## config.mk

```make
export PLATFORM = sky130hd
export DESIGN_NAME = replace_order_decoder_wide_flat
export DESIGN_NICKNAME = d
export VERILOG_FILES = /design/src/rtl/replace_order_decoder_wide_if.sv /design/src/rtl/replace_order_decoder_wide.sv /design/src/flat_wrapper.sv
export SDC_FILE = /design/constraint.sdc
export NUM_CORES = 1
export LEC_CHECK = 0
export BUFFER_PORTS_ARGS = -buffer_cell sky130_fd_sc_hd__buf_2
export CORE_MARGIN = 4
export CORE_UTILIZATION = 30
export DETAILED_ROUTE_END_ITERATION = 8
export HOLD_SLACK_MARGIN = 0.03
export SLEW_MARGIN = 20
export SYNTH_ARGS = -nofsm -noshare
export SYNTH_HDL_FRONTEND = slang
export SYNTH_SLANG_ARGS = --single-unit
```

## constraint.sdc

```tcl
create_clock -name clk -period 20.2 [get_ports clk]
set_input_delay 2.02 -clock clk [delete_from_list [all_inputs] [get_ports clk]]
set_output_delay 2.02 -clock clk [all_outputs]
set_load 0.05 [all_outputs]
```

## src/rtl/replace_order_decoder_wide_if.sv

```systemverilog
// Stream-in / result-out bundle for the wide Replace Order decoder.
interface replace_order_decoder_wide_if #(
    parameter int LANES = 4
);
    logic [8*LANES-1:0] data_in;
    logic               valid_in;
    logic               sof_in;
    logic               out_ready;
    logic               out_valid;
    logic [63:0]        old_order_ref;
    logic [63:0]        new_order_ref;
    logic [31:0]        shares;
    logic [31:0]        price;
    logic               desync_err;
    logic               overflow_err;
    logic [31:0]        replace_count;

    modport slave (
        input  data_in, valid_in, sof_in, out_ready,
        output out_valid, old_order_ref, new_order_ref, shares, price,
               desync_err, overflow_err, replace_count
    );

    modport master (
        output data_in, valid_in, sof_in, out_ready,
        input  out_valid, old_order_ref, new_order_ref, shares, price,
               desync_err, overflow_err, replace_count
    );
endinterface

```

## src/rtl/replace_order_decoder_wide.sv

```systemverilog
// Multi-lane ITCH framer; extracts 'U' fields into a one-entry ready/valid result register.
module replace_order_decoder_wide_lane #(
    parameter logic [7:0] MSG_TYPE   = 8'h55,
    parameter int         MSG_LENGTH = 27
) (
    input  logic [5:0] i_pos,
    input  logic [5:0] i_len,
    input  logic [7:0] i_type,
    input  logic       i_lost,
    input  logic [7:0] i_byte,
    output logic [5:0] o_pos,
    output logic [5:0] o_len,
    output logic [7:0] o_type,
    output logic       o_lost,
    output logic       o_wr,
    output logic [4:0] o_slot,
    output logic       o_done,
    output logic       o_unk
);
    logic [5:0] w_len;

    function automatic logic [5:0] len_of(input logic [7:0] t);
        logic [5:0] l;
        if (t == MSG_TYPE) l = 6'(MSG_LENGTH);
        else begin
            case (t)
                8'h41:   l = 6'd36;
                8'h58:   l = 6'd23;
                8'h55:   l = 6'd27;
                8'h44:   l = 6'd9;
                8'h45:   l = 6'd30;
                8'h50:   l = 6'd40;
                default: l = 6'd0;
            endcase
        end
        return l;
    endfunction

    always_comb begin
        o_pos  = i_pos;
        o_len  = i_len;
        o_type = i_type;
        o_lost = i_lost;
        o_wr   = 1'b0;
        o_slot = '0;
        o_done = 1'b0;
        o_unk  = 1'b0;
        w_len  = len_of(i_byte);
        if (!i_lost) begin
            if (i_pos == 6'd0) begin
                if (w_len == 6'd0) begin
                    o_unk  = 1'b1;
                    o_lost = 1'b1;
                end else begin
                    o_type = i_byte;
                    o_len  = w_len;
                    o_pos  = 6'd1;
                end
            end else begin
                // Offsets 1..24 carry the four fields; 25..26 are reserved.
                if (i_type == MSG_TYPE && i_pos <= 6'd24) begin
                    o_wr   = 1'b1;
                    o_slot = 5'(i_pos - 6'd1);
                end
                if (i_pos == i_len - 6'd1) begin
                    o_pos  = 6'd0;
                    o_done = (i_type == MSG_TYPE);
                end else begin
                    o_pos = i_pos + 6'd1;
                end
            end
        end
    end
endmodule

module replace_order_decoder_wide #(
    parameter int         LANES      = 4,
    parameter logic [7:0] MSG_TYPE   = 8'h55,
    parameter int         MSG_LENGTH = 27
) (
    input  logic                         clk,
    input  logic                         rst,
    replace_order_decoder_wide_if.slave  bus
);
    typedef enum logic {SYNC = 1'b0, LOST = 1'b1} state_t;

    typedef struct packed {
        logic [63:0] old_ref;
        logic [63:0] new_ref;
        logic [31:0] shares;
        logic [31:0] price;
    } res_t;

    state_t                  r_state, w_state_nxt;
    logic [5:0]              r_pos, r_len;
    logic [7:0]              r_type;
    logic [23:0][7:0]        r_shadow, w_shadow;
    res_t                    r_res;
    logic                    r_out_valid, r_desync, r_overflow;
    logic [31:0]             r_count;

    logic [LANES:0][5:0]     w_pos_c, w_len_c;
    logic [LANES:0][7:0]     w_type_c;
    logic [LANES:0]          w_lost_c;
    logic [LANES-1:0]        w_wr, w_done_l, w_unk_l;
    logic [LANES-1:0][4:0]   w_slot;
    logic                    w_active, w_slip, w_done, w_load, w_ovf, w_desync;

    // A beat is parsed in SYNC, or in LOST only when it carries sof.
    assign w_active    = bus.valid_in && (r_state == SYNC || bus.sof_in);
    assign w_slip      = bus.valid_in && bus.sof_in && r_state == SYNC && r_pos != 6'd0;
    assign w_pos_c[0]  = bus.sof_in ? 6'd0 : r_pos;
    assign w_len_c[0]  = r_len;
    assign w_type_c[0] = r_type;
    assign w_lost_c[0] = !w_active;

    genvar g;
    generate
        for (g = 0; g < LANES; g++) begin : g_lane
            replace_order_decoder_wide_lane #(
                .MSG_TYPE  (MSG_TYPE),
                .MSG_LENGTH(MSG_LENGTH)
            ) u_lane (
                .i_pos (w_pos_c[g]),
                .i_len (w_len_c[g]),
                .i_type(w_type_c[g]),
                .i_lost(w_lost_c[g]),
                .i_byte(bus.data_in[8*g +: 8]),
                .o_pos (w_pos_c[g+1]),
                .o_len (w_len_c[g+1]),
                .o_type(w_type_c[g+1]),
                .o_lost(w_lost_c[g+1]),
                .o_wr  (w_wr[g]),
                .o_slot(w_slot[g]),
                .o_done(w_done_l[g]),
                .o_unk (w_unk_l[g])
            );
        end
    endgenerate

    always_comb begin
        w_shadow = r_shadow;
        for (int l = 0; l < LANES; l++) begin
            if (w_wr[l]) w_shadow[5'd23 - w_slot[l]] = bus.data_in[8*l +: 8];
        end
    end

    assign w_done   = |w_done_l;
    assign w_load   = w_done && (!r_out_valid || bus.out_ready);
    assign w_ovf    = w_done && r_out_valid && !bus.out_ready;
    assign w_desync = w_slip || (|w_unk_l);

    always_comb begin
        w_state_nxt = r_state;
        if (w_active) w_state_nxt = w_lost_c[LANES] ? LOST : SYNC;
    end

    always_ff @(posedge clk or negedge rst) begin
        if (!rst) r_state <= SYNC;
        else      r_state <= w_state_nxt;
    end

    always_ff @(posedge clk or negedge rst) begin
        if (!rst) begin
            r_pos    <= '0;
            r_len    <= '0;
            r_type   <= '0;
            r_shadow <= '0;
        end else if (w_active) begin
            r_pos    <= w_pos_c[LANES];
            r_len    <= w_len_c[LANES];
            r_type   <= w_type_c[LANES];
            r_shadow <= w_shadow;
        end
    end

    always_ff @(posedge clk or negedge rst) begin
        if (!rst) begin
            r_res       <= '0;
            r_out_valid <= 1'b0;
            r_desync    <= 1'b0;
            r_overflow  <= 1'b0;
            r_count     <= '0;
        end else begin
            r_desync   <= w_desync;
            r_overflow <= w_ovf;
            if (w_load) begin
                r_res       <= res_t'(w_shadow);
                r_out_valid <= 1'b1;
                if (r_count != 32'hFFFF_FFFF) r_count <= r_count + 32'd1;
            end else if (r_out_valid && bus.out_ready) begin
                r_out_valid <= 1'b0;
            end
        end
    end

    assign bus.out_valid     = r_out_valid;
    assign bus.old_order_ref = r_res.old_ref;
    assign bus.new_order_ref = r_res.new_ref;
    assign bus.shares        = r_res.shares;
    assign bus.price         = r_res.price;
    assign bus.desync_err    = r_desync;
    assign bus.overflow_err  = r_overflow;
    assign bus.replace_count = r_count;
endmodule

```

## src/flat_wrapper.sv

```systemverilog
// flat-port wrapper written by rule: the top's interface ports become plain ports
module replace_order_decoder_wide_flat 
#(
    parameter int         LANES      = 4,
    parameter logic [7:0] MSG_TYPE   = 8'h55,
    parameter int         MSG_LENGTH = 27
)
  (clk, rst, bus_data_in, bus_valid_in, bus_sof_in, bus_out_ready, bus_out_valid, bus_old_order_ref, bus_new_order_ref, bus_shares, bus_price, bus_desync_err, bus_overflow_err, bus_replace_count);
  replace_order_decoder_wide_if #(.LANES(LANES)) bus_i ();
  input  logic clk;
  input  logic rst;
  input wire logic [$bits(bus_i.data_in)-1:0] bus_data_in;
  input wire logic [$bits(bus_i.valid_in)-1:0] bus_valid_in;
  input wire logic [$bits(bus_i.sof_in)-1:0] bus_sof_in;
  input wire logic [$bits(bus_i.out_ready)-1:0] bus_out_ready;
  output wire logic [$bits(bus_i.out_valid)-1:0] bus_out_valid;
  output wire logic [$bits(bus_i.old_order_ref)-1:0] bus_old_order_ref;
  output wire logic [$bits(bus_i.new_order_ref)-1:0] bus_new_order_ref;
  output wire logic [$bits(bus_i.shares)-1:0] bus_shares;
  output wire logic [$bits(bus_i.price)-1:0] bus_price;
  output wire logic [$bits(bus_i.desync_err)-1:0] bus_desync_err;
  output wire logic [$bits(bus_i.overflow_err)-1:0] bus_overflow_err;
  output wire logic [$bits(bus_i.replace_count)-1:0] bus_replace_count;
  assign bus_i.data_in = bus_data_in;
  assign bus_i.valid_in = bus_valid_in;
  assign bus_i.sof_in = bus_sof_in;
  assign bus_i.out_ready = bus_out_ready;
  assign bus_out_valid = bus_i.out_valid;
  assign bus_old_order_ref = bus_i.old_order_ref;
  assign bus_new_order_ref = bus_i.new_order_ref;
  assign bus_shares = bus_i.shares;
  assign bus_price = bus_i.price;
  assign bus_desync_err = bus_i.desync_err;
  assign bus_overflow_err = bus_i.overflow_err;
  assign bus_replace_count = bus_i.replace_count;
  replace_order_decoder_wide #(.LANES(LANES), .MSG_TYPE(MSG_TYPE), .MSG_LENGTH(MSG_LENGTH)) u_core (.clk(clk), .rst(rst), .bus(bus_i));
endmodule
```

After elaboration in Yosys (flattened, before gate mapping)
Cells that the tools add are included.
{ "op_classes": {"order_cmp": 12, "n_div": 0, "n_reduce_logical": 35, "muxes": 122, "addsub": 17, "n_eq_ne": 33, "n_mul": 0, "shifts": 0, "n_bitwise": 1} }
{ "op_table": {"columns": ["operator", "n"], "rows": [
  ["$bwmux 192", 4],
  ["$mux 192", 4],
  ["$eq 8x7->1 const B", 28],
  ["$mux 6", 33],
  ["$demux 8 s5", 4],
  ["$mux 8", 16],
  ["$pmux 6 s5", 4],
  ["$mux 5", 12],
  ["$logic_not 6->1", 8],
  ["$mux 1", 45],
  ["$add 32x1->32 const B", 1],
  ["$ne 32x32->1 const B", 1],
  ["$add 6x1->6 const B", 4],
  ["$eq 6x6->1", 4],
  ["$le 6x5->1 const B", 4],
  ["$lt 5x6->1 const B", 4],
  ["$sub 6x1->6 const B", 4],
  ["$ge 5x1->1 const B", 4],
  ["$sub 5x1->5 const B", 4],
  ["$sub 5x5->5 const A", 4],
  ["$logic_and 1x1->1", 16],
  ["$reduce_or 4->1", 2],
  ["$reduce_bool 6->1", 1],
  ["$logic_not 1->1", 3],
  ["4 further kinds", 6]
]} }
{ "totals": {"memories": 0, "regBits": 440, "ram_bits": 0, "output_inout_bits": 227, "inputBits": 37, "word_cells": 256, "latchBits": 0, "romBits": 0} }

Longest topological paths before layout
Gate-level depths: netlist (run 1).
{ "logic_depth": {"word_depth": 28, "mapped_depth": 40, "depth_no_buf": 32} }

Hierarchy
Synthesis (run 1) repeated with hierarchy kept, for this count alone.
{ "unflattened": {"cells_unflattened": 3933, "hier_area_um2": 31343.8} }
{ "by_module_without_submodules": {"columns": ["mod", "cells_each", "seq_area_each_um2", "area_each_um2", "instances"], "rows": [
  ["replace_order_decoder_wide", 3371, 11010.6, 27649.0, 1],
  ["replace_order_decoder_wide_lane at u_core.g_lane[0].u_lane ...", 142, 0.0, 923.4, 3],
  ["replace_order_decoder_wide_lane at u_core.g_lane[3].u_lane", 136, 0.0, 924.6, 1]
]} }

Least setup slack after synthesis (run 1)
OpenSTA, ideal clock, no wires.
{ "synth_path": {"path_kind": "input to register", "start": "input bus_sof_in", "end": "register u_core.r_count[17] (netlist: u_core.bus.replace_count[17])", "n_path_buf": 6, "t_required_ps": 20058, "t_arrival_ps": 8901, "path_slack_ps": 11157, "path_stages": 31, "setup_time_ps": 142, "cell_sequence": "buf_2 > inv_1 > nand2_1 > ha_1 > clkbuf_1 > o21a_1 > buf_2 > nand3_1 > clkbuf_1 > a21oi_1 > ha_1 > or3_1 > o2111a_1 > nor4_2 > nand3_2 > o31ai_2 > ha_1 > and3_1 > clkbuf_1 > nand2_1 > nor2_1 > mux2i_1 > o211ai_1 > xor2_1 > xnor2_1 > o22a_1 > o31a_1 > or4_1 > buf_2 > or3_1 > xnor2_1"} }
{ "synth_via": {"elab_chain_len": 20, "elab_cells_between_ends": 71, "cone_classes": "6 x add/sub; 7 x eq/ne; 48 x mux; 10 x reduce/logical"} }
{ "synth_lines": {"columns": ["item", "line", "source"], "rows": [
  ["from (decl)", "flat_wrapper.sv:14", "input wire logic [$bits(bus_i.sof_in)-1:0] bus_sof_in;"],
  ["$mux 6", "replace_order_decoder_wide.sv:112", "assign w_pos_c[0] = bus.sof_in ? 6'd0 : r_pos;"],
  ["$add 6x1->6 (tied with other cells)", "replace_order_decoder_wide.sv:69", "o_pos = i_pos + 6'd1;"],
  ["$mux 6 (on tied branches)", "replace_order_decoder_wide.sv:65, replace_order_decoder_wide.sv:50", null],
  ["$mux 6 (on tied branches)", "replace_order_decoder_wide.sv:50, replace_order_decoder_wide.sv:49", null],
  ["$mux 6 / $sub 6x1->6 (equally long branches)", "replace_order_decoder_wide.sv:49, replace_order_decoder_wide.sv:65", null],
  ["$add 6x1->6 (tied with other cells)", "replace_order_decoder_wide.sv:69", null],
  ["$mux 6 (on tied branches)", "replace_order_decoder_wide.sv:65, replace_order_decoder_wide.sv:50", null],
  ["$mux 6 (on tied branches)", "replace_order_decoder_wide.sv:50, replace_order_decoder_wide.sv:49", null],
  ["(+4 left out)", null, null],
  ["$sub 6x1->6 / $mux 6 (equally long branches)", "replace_order_decoder_wide.sv:65, replace_order_decoder_wide.sv:49", null],
  ["$eq 6x6->1", "replace_order_decoder_wide.sv:65", "if (i_pos == i_len - 6'd1) begin"],
  ["$mux 1", "replace_order_decoder_wide.sv:65", null],
  ["$mux 1", "replace_order_decoder_wide.sv:50", "if (i_pos == 6'd0) begin"],
  ["$mux 1", "replace_order_decoder_wide.sv:49", "if (!i_lost) begin"],
  ["$reduce_or 4->1 *", "replace_order_decoder_wide.sv:148", "assign w_done = |w_done_l;"],
  ["$logic_and 1x1->1 *", "replace_order_decoder_wide.sv:149", "assign w_load = w_done && (!r_out_valid || bus.out_ready);"],
  ["$reduce_and 2->1 (no line) *", null, null],
  ["to (signal assigned)", "replace_order_decoder_wide.sv:190", "if (r_count != 32'hFFFF_FFFF) r_count <= r_count + 32'd1;"],
  ["to (decl)", "replace_order_decoder_wide.sv:100", "logic [31:0] r_count;"]
]} }
Mark *: on every way between the ends. The rest lies on a longest branch, timed or not.
A chain may end at the register's enable or synchronous reset.

Worst setup path after layout (run 1)
{ "layout_path": {"start": "input bus_sof_in", "end": "register u_core.r_res, in the netlist u_core.bus.new_order_ref[7]"} }
{ "layout_via": {"elab_chain_len": 25, "elab_cells_between_ends": 138, "cone_classes": "14 x add/sub; 12 x order compare; 7 x eq/ne; 88 x mux; 17 x reduce/logical"} }
{ "layout_lines": {"columns": ["item", "line", "source"], "rows": [
  ["$mux 6", "replace_order_decoder_wide.sv:112", null],
  ["$add 6x1->6 (tied with other cells)", "replace_order_decoder_wide.sv:69", null],
  ["$mux 6 (on tied branches)", "replace_order_decoder_wide.sv:65, replace_order_decoder_wide.sv:50", null],
  ["$mux 6 (on tied branches)", "replace_order_decoder_wide.sv:50, replace_order_decoder_wide.sv:49", null],
  ["$mux 6 / $sub 6x1->6 (equally long branches)", "replace_order_decoder_wide.sv:49, replace_order_decoder_wide.sv:65", null],
  ["$add 6x1->6 (tied with other cells)", "replace_order_decoder_wide.sv:69", null],
  ["$mux 6 (on tied branches)", "replace_order_decoder_wide.sv:65, replace_order_decoder_wide.sv:50", null],
  ["$mux 6 (on tied branches)", "replace_order_decoder_wide.sv:50, replace_order_decoder_wide.sv:49", null],
  ["(+9 left out)", null, null],
  ["$mux 5", "replace_order_decoder_wide.sv:49", null],
  ["$sub 5x5->5", "replace_order_decoder_wide.sv:144", "if (w_wr[l]) w_shadow[5'd23 - w_slot[l]] = bus.data_in[8*l +: 8];"],
  ["$lt 5x6->1 (implied by the code) / $ge 5x1->1 (equally long branches)", "replace_order_decoder_wide.sv:144", null],
  ["$logic_and 1x1->1 (implied by the code)", "replace_order_decoder_wide.sv:144", null],
  ["$mux 8 (implied by the code)", "replace_order_decoder_wide.sv:144", null],
  ["$demux 8 s5", null, null],
  ["$bwmux 192", "replace_order_decoder_wide.sv:144", null],
  ["$mux 192", "replace_order_decoder_wide.sv:144", null],
  ["to (signal assigned)", "replace_order_decoder_wide.sv:188", "r_res <= res_t'(w_shadow);"],
  ["to (decl)", "replace_order_decoder_wide.sv:98", "res_t r_res;"]
]} }
Several ways; a longest one is shown, not always the timed one.

==> out/summary.md, run 1 <==
• 16.4% — compound-cell area share of the yosys netlist
• 9.93 ns — worst reg2reg setup slack
• 47 — Num CTS Buffers
• 28 — reg2reg path depth
• 30.4% — Initial Util
• complete, no violations — result of the run
• 24.1 um — average wire per cell in the routed design
• 0.0334 ns — clock tree skew after final layout
• 0 — post_cts resized
• 109 — number of rows in the core area
• 440 — FF+latch count, synth
• 154 mm — global-route wire length before repair
• 440 x dfrtp_1, 387 x nand2_1, 290 x nor2_1 — top library cells by usage in the layout, fill and taps aside
• 106 mm — total routed wirelength
• ha_1 — dominant cell type by count on the critical path
• 0 — number of buffers inserted by hold repair at cts
• 17.4% — share of post-route cells with drive strength above 1
• 2 — number of cells on the worst hold path
• 103 — Unique masters post-synth
• 2581 — number of violations reported at the end of detailed-routing iteration 0
• 0 ns — total negative slack
• 196 — pin count of the biggest net entering global routing
• 75.0 mW/mm2 — PwrDens
• multiplexers — dominant combinational cell family by area after synthesis
• 0 — Hold Fails Final Rpt
• 0.0647 mV — Worst VDD drop
• 308 um — Die Ht
• 57.8% — final worst path period share
• 14.8% — area growth from synthesis to final layout
• dfrtp_1 — commonest register cell after synthesis
• yes — TritonCTS clock tree
• 0.0293 mm2 — Placement Cell Area
• 23947 — total via count in the routed design
• 0.06 ns — Clk pin slew, worst setup/hold paths
• 0 — count of pins over their slew limit
• 264 — number of I/O pins
• 263 — # port buffers
• u_core.r_pos[0] — source of the worst register-to-register timing path
• 0 — GRT overflow
• o31ai_2 — slowest stage cell on the critical path
• 2 — H-tree depth reported by CTS
• clkbuf_16 — root cell of the clock tree
• 0 — remaining routing DRC violations
• u_core.bus.old_order_ref[46] — worst min-delay path startpoint
• 71.0 mm — post-DP HPWL
• 1.28 ns — transition at the pin with the smallest max-transition slack
• 0.0888 mm2 — core footprint
• 0.0269 mm2 — Cell Area, Synth
• 20.68 ns — data required time of the worst path
• 0.61 ns — insertion delay of the later-clocked pin in the worst-skew pair
• u_core.bus.old_order_ref[46] — Endpoint, Worst Hold
• 3234 — net total in the final layout
• 3 — Max Buffers Root-to-Sink
• 85.6 MHz — achievable frequency
• primary input to flop — start-to-end type of the worst setup path
• 440 — total number of clock tree sinks
• 8.52 ns — setup ws final
• 0 — remaining number of nets flagged by the antenna check after routing
• 3089 — nets in the synthesized netlist
• 9070 — Fill cells
• u_core.bus.new_order_ref[7] — worst r2r dst
• flop — crit end category
• 100% — fraction of registers with async set/reset
• 0.743% — area share of fa/ha/maj cells after synthesis
• 18.1% — multiplexer share of the synthesized area
• 308 um — Die W
• 22296 — via count of the first global-routing pass
• 15.8 nW — leakage power figure
• 11.68 ns — final period demand of the worst path
• 0 — endpoints failing setup
• 0 — count of inserted antenna diode cells
• 2.69% — xor/xnor cell area share of the yosys netlist
• 0 — Yosys warning total
• 3 — antenna violations before repair
• 2.32 mW — sum of internal, switching and leakage power
• 0 — number of flops mapped to enable cells by yosys
• no — setup repair after global routing missed its margin
• 8.88 um2 — synthesized area divided by synthesized cell count
• 8 — First-pass DRT Iterations
• primary input — crit path launch type
• 0 — setup repair bufs after CTS
• 195 — maximum net fanout on the critical path
• 5.47 — vias per cell
• 0.0947 mm2 — die area
• 16.3% — simple-gate portion of the synthesized area
• 0.63 ns — Slowest Stage Delay on Critical Path
• 40.9% — sequential fraction of the synthesis area
• flop to flop — type of the worst min-delay path
• 3036 — Post-Syn Instances
• 21.5% — Tot GR Track Use
• 0.973 — Final Wtd Congestion
• 0 — Max-Cap Viols
• dfrtp_1 — most common cell after layout, fill and taps aside
• 12.16 ns — signal arrival time at the worst endpoint
• 8.29 ns — Setup WS pre-CTS
• 0.0309 mm2 — Post-Layout Inst Area
• 14.2% — worst-case headroom to the max-slew limit
-- per-stage QoR --
| step | hold WS, ns | utilization, % | std cells |
|---|---|---|---|
| finish | 0.472 | 34.8 | 4381 |
| global route | 0.468 | 34.8 | 4381 |
| CTS | 0.464 | 34.8 | 4381 |
| detailed placement | 0.451 | 32.9 | 4297 |
| global placement | 0.447 | 32.9 | 4297 |
| floorplan | 0.430 | - | 3036 |
-- where the power goes --
| group | switching [mW] | internal (mW) |
|---|---|---|
| Clock | 0.387 | 0.569 |
| Sequential | 0.0144 | 0.892 |
| Combinational | 0.329 | 0.129 |
| Total | 0.731 | 1.59 |
-- final cells by class --
| type | instances | area, um2 | share of cell area [%] |
|---|---|---|---|
| clock buffers | 65 | 1350 | 4.35 |
| clock inverters | 19 | 322 | 1.04 |
| inverters | 128 | 480 | 1.55 |
| multi-input cells | 2260 | 14700 | 47.4 |
| flip-flops and latches | 440 | 11000 | 35.6 |
| well taps | 1165 | 1460 | 4.71 |
| repair buffers | 304 | 1660 | 5.36 |
-- routing by layer --
metal	share of wire, %	routed length (um)	up-vias	track usage (%)
met5	0.030	32	-	0
met4	4.7	4930	6	8.88
met3	7.6	8040	262	3.43
met2	46	48100	1115	34.7
met1	42	44500	11599	28.9
li1	-	-	10965	-
-- flip-flops by register name, indices dropped and copies added (netlist names) --
| register | count |
|---|---|
| u_core.bus.shares | 32 |
| u_core.r_len | 6 |
| u_core.bus.overflow_err | 1 |
| u_core.bus.replace_count | 32 |
| u_core.r_pos | 6 |
| u_core.bus.new_order_ref | 64 |
| u_core.r_shadow | 192 |
| u_core.bus.out_valid | 1 |
| u_core.r_type | 8 |
| u_core.bus.price | 32 |
| u_core.bus.desync_err | 1 |
| u_core.r_state | 1 |
| u_core.bus.old_order_ref | 64 |
-- worst max path at each step --
stage / start / end / slack (ns) / cells past startpoint
6_report: bus_sof_in / u_core.bus.new_order_ref[7] / 8.52 / 30
5_1_grt: bus_sof_in / u_core.bus.new_order_ref[11] / 7.88 / 30
4_1_cts: bus_sof_in / u_core.bus.shares[2] / 8.88 / 30
3_5_place_dp: bus_sof_in / u_core.bus.shares[2] / 8.29 / 30
3_3_place_gp: bus_sof_in / u_core.bus.replace_count[1] / 8.24 / 32
2_1_floorplan: bus_sof_in / u_core.bus.replace_count[17] / 11.16 / 31
-- synth_stat cells, types with 18 or more instances --
cell | number | area, um2
inv_1 | 124 | 465
a21oi_1 | 226 | 1130
xor2_1 | 40 | 350
nand4_1 | 20 | 125
nor4_1 | 18 | 113
mux2i_1 | 223 | 2230
o21ai_0 | 213 | 1070
mux2_1 | 105 | 1180
o21ai_1 | 80 | 400
nor2_1 | 297 | 1110
nand3_1 | 53 | 265
dfrtp_1 | 440 | 11000
or3_1 | 20 | 125
nand2b_1 | 21 | 131
a211oi_1 | 94 | 706
o211ai_1 | 25 | 188
a31oi_1 | 20 | 125
nor3_1 | 43 | 215
buf_2 | 25 | 125
mux2_2 | 128 | 1440
xnor2_1 | 35 | 307
clkbuf_1 | 174 | 653
nand2_1 | 387 | 1450
-- cells by family after synthesis --
group / Yosys count
flops: 440
simple gates: 965
fa+ha+maj: 16
compound gates: 744
buf+inv: 336
mux: 457
xor+xnor: 78
-- critical path, delay by kind of cell --
kind	cells	cell delay [ns]
compound gates	8	3.54
buf+inv	5	1.35
fa+ha+maj	4	1.16
mux	1	0.39
simple gates	11	3.08
xor+xnor	1	0.28
Note: power is estimated with default switching activity, not from simulation.
==> run 2: changes to the inputs <==
ABC_AREA = 1   (was unset)
clock period = 11.8 ns   (was 20.2 ns; I/O delays follow)
==> run 2 against run 1 <==
- setup slack lost 5.3 ns
- final area fell by 0.38%
- first-iteration DRC count up 27%
- final cell count rose by 21%
- worst hold slack better by 0.0011 ns
- via count increased by 18%
- core utilization down 0.078 points
- die area down 0.36%
==> out/summary.md, run 2 <==
• 1889 x nand2_1, 443 x o21ai_0, 440 x dfrtp_1 — leading cell types by count after synthesis
• 171 mm — global-route wire length before repair
• 3966 — Post-Syn Instances
• 1.50% — xor/xnor cell area share of the yosys netlist
• yes — TritonCTS clock tree
• 44.6% — clock power share
• 14.8% — area growth from synthesis to final layout
• 0.0943 mm2 — die area
• dfrtp_1 41%, nand2_1 26%, o21ai_0 8.3% — Area contributors post-synth
• 8.62 ns — final period demand of the worst path
• 6 — First-pass DRT Iterations
• 3.69 mW — sum of internal, switching and leakage power
• 0.0110 mm2 — sequential cell area
• 0.0886 mm2 — core footprint
• 0.0308 mm2 — Post-Layout Inst Area
• flop to flop — type of the worst min-delay path
• 52 — Unique masters post-synth
• 0.0268 mm2 — Cell Area, Synth
• 0.746% — area share of fa/ha/maj cells after synthesis
• complete, no violations — result of the run
• 41.0% — area fraction of the dominant cell type after synthesis
• 0 ns — total negative slack
• 263 — # port buffers
• 0.107 mV — Worst VDD drop
• 0.0291 mm2 — Placement Cell Area
• 193 — pin count of the biggest net entering global routing
• 115 mm — total routed wirelength
• 0 — count of pins over their slew limit
• 1.11 mW — net switching component of the power
• 0 — Max-Cap Viols
• 25857 — via count of the first global-routing pass
• flop — crit end category
• 0.0373% — multiplexer share of the synthesized area
• 9596 — Fill cells
• 0 — number of buffers inserted by hold repair at cts
• 8 — antenna violations before repair
• 30.3% — Initial Util
• 0 — Hold Fails Final Rpt
• 0 — GRT overflow
• 0.473 ns — Final Hold Slack
• 100% — fraction of registers with async set/reset
• 4019 — nets in the synthesized netlist
• 0.73 ns — Slowest Stage Delay on Critical Path
• 41.7% — fraction of power consumed by sequential logic
• 0 — number of flops mapped to enable cells by yosys
• 41.0% — sequential fraction of the synthesis area
• 2.85 ns — Setup WS pre-CTS
• 307 um — Die Ht
• 12.34 ns — data required time of the worst path
• 3267 — number of violations reported at the end of detailed-routing iteration 0
• 15.2% — compound-cell area share of the yosys netlist
• clkbuf_16 — root cell of the clock tree
• 0 — endpoints failing setup
• 0.0308 ns — clock tree skew after final layout
• no — setup repair after global routing missed its margin
• 440 — total number of clock tree sinks
• primary input — crit path launch type
• 1889 x nand2_1, 443 x o21ai_0, 440 x dfrtp_1 — top library cells by usage in the layout, fill and taps aside
• 5218 — cell count after placement
• 21.6 um — average wire per cell in the routed design
• 3.18 ns — setup ws final
• 0 — post_cts resized
• 0 — remaining number of nets flagged by the antenna check after routing
• 23.6% — Tot GR Track Use
• nand2_1 — most common cell after layout, fill and taps aside
• 264 — number of I/O pins
• 30.0% — Switching Fraction
• 0 — Yosys warning total
• 2.59 mW — cell-internal power
• 307 um — Die W
• 192 — Largest register FFs
• o21ai_2 — slowest stage cell on the critical path
• 75.7 mm — post-DP HPWL
• 5.30 — vias per cell
• 0 — setup repair bufs after CTS
• dfrtp_1 — commonest register cell after synthesis
• 5315 — Non-Filler Instances
• 0.983 — Final Wtd Congestion
• 35.4% — simple-gate portion of the synthesized area
• 0.63 ns — insertion delay of the later-clocked pin in the worst-skew pair
• 116 MHz — achievable frequency
• 1.29 ns — transition at the pin with the smallest max-transition slack
• 13.7% — combinational share of power
• 0 — remaining routing DRC violations
• simple AND/OR/NAND/NOR gates — largest delay contributor family on the critical path
• 0.06 ns — Clk pin slew, worst setup/hold paths
• 11.7% — share of post-route cells with drive strength above 1
• 2 — H-tree depth reported by CTS
• primary input to flop — start-to-end type of the worst setup path
• 109 — number of rows in the core area
• 440 — FF+latch count, synth
• 120 mW/mm2 — PwrDens
• 15.9 nW — leakage power figure
• 34.8% — utilization of the core after routing
• 6.77 um2 — synthesized area divided by synthesized cell count
• 28153 — total via count in the routed design
• 52 — Num CTS Buffers
• 9.15 ns — signal arrival time at the worst endpoint
• 4160 — net total in the final layout
• 14.1% — worst-case headroom to the max-slew limit
• 192 — maximum net fanout on the critical path
• nand2_1 — dominant cell type by count on the critical path
• simple AND/OR/NAND/NOR gates — dominant combinational cell family by area after synthesis
• 0.0142 mm2 — area used by multi-input combinational logic
• nand2_1 — most used standard cell by instance count after synthesis
• 73.0% — final worst path period share
• u_core.r_shadow — register with the most flip-flops
• dfrtp_1 — post-synth top area cell
• 3 — Max Buffers Root-to-Sink
• 9 — CP Buf/Inv Count
[run 2: cell families after synthesis]
family	Yosys count
simple gates	2321
mux	1
fa+ha+maj	16
xor+xnor	45
buf+inv	425
compound gates	718
flops	440
[run 2: worst reg2reg max path: cells and delay by family, from the launching register on]
kind / cells / cell delay (ns)
AOI/OAI and AO/OA: 2 / 0.96
adders and majority gates: 3 / 0.59
buffers and inverters: 9 / 1.89
DFF: 1 / 0.32
and+or+nand+nor: 24 / 4.44
[run 2: routing by layer]
metal / up-vias / GRT usage, % / share of wire, %
met1: 13268 / 33.0 / 42
met3: 269 / 5.02 / 10
met2: 1479 / 35.9 / 43
met4: 4 / 9.13 / 4.4
met5: - / 0 / 0.019
li1: 13133 / - / -
[run 2: power by group through the flow]
stage / registers, mW / logic [mW] / clock network (mW)
after CTS: 1.54 / 0.494 / 1.68
after floorplan: 1.56 / 0.300 / 0
after global placement: 1.57 / 0.492 / 0
after global routing: 1.54 / 0.554 / 1.74
after detailed placement: 1.57 / 0.492 / 0
final: 1.54 / 0.505 / 1.65
[run 2: final cells by class]
class                      count  share of cell area (%)
sequential                   440                    35.7
multi-input combinational   3101                    46.1
inverter                     219                    2.69
timing repair buffer         293                    5.16
clock buffer                  75                    5.02
clock inverter                21                   0.564
antenna                        1                 0.00812
tap                         1165                    4.73
[run 2: final timing paths]
| kind | from | end | slack [ns] | cells after the start |
|---|---|---|---|---|
| worst max-delay path | bus_sof_in | u_core.bus.old_order_ref[56] | 3.18 | 38 |
| worst min-delay path | u_core.bus.old_order_ref[17] | u_core.bus.old_order_ref[17] | 0.47 | 2 |
| worst max register to register | u_core.r_state | u_core.bus.old_order_ref[56] | 3.53 | 38 |
| worst min register to register | u_core.bus.old_order_ref[17] | u_core.bus.old_order_ref[17] | 0.47 | 2 |
| max in group asynchronous | rst | u_core.bus.old_order_ref[56] | 9.65 | 2 |
| min in group asynchronous | rst | u_core.bus.new_order_ref[47] | 0.55 | 1 |
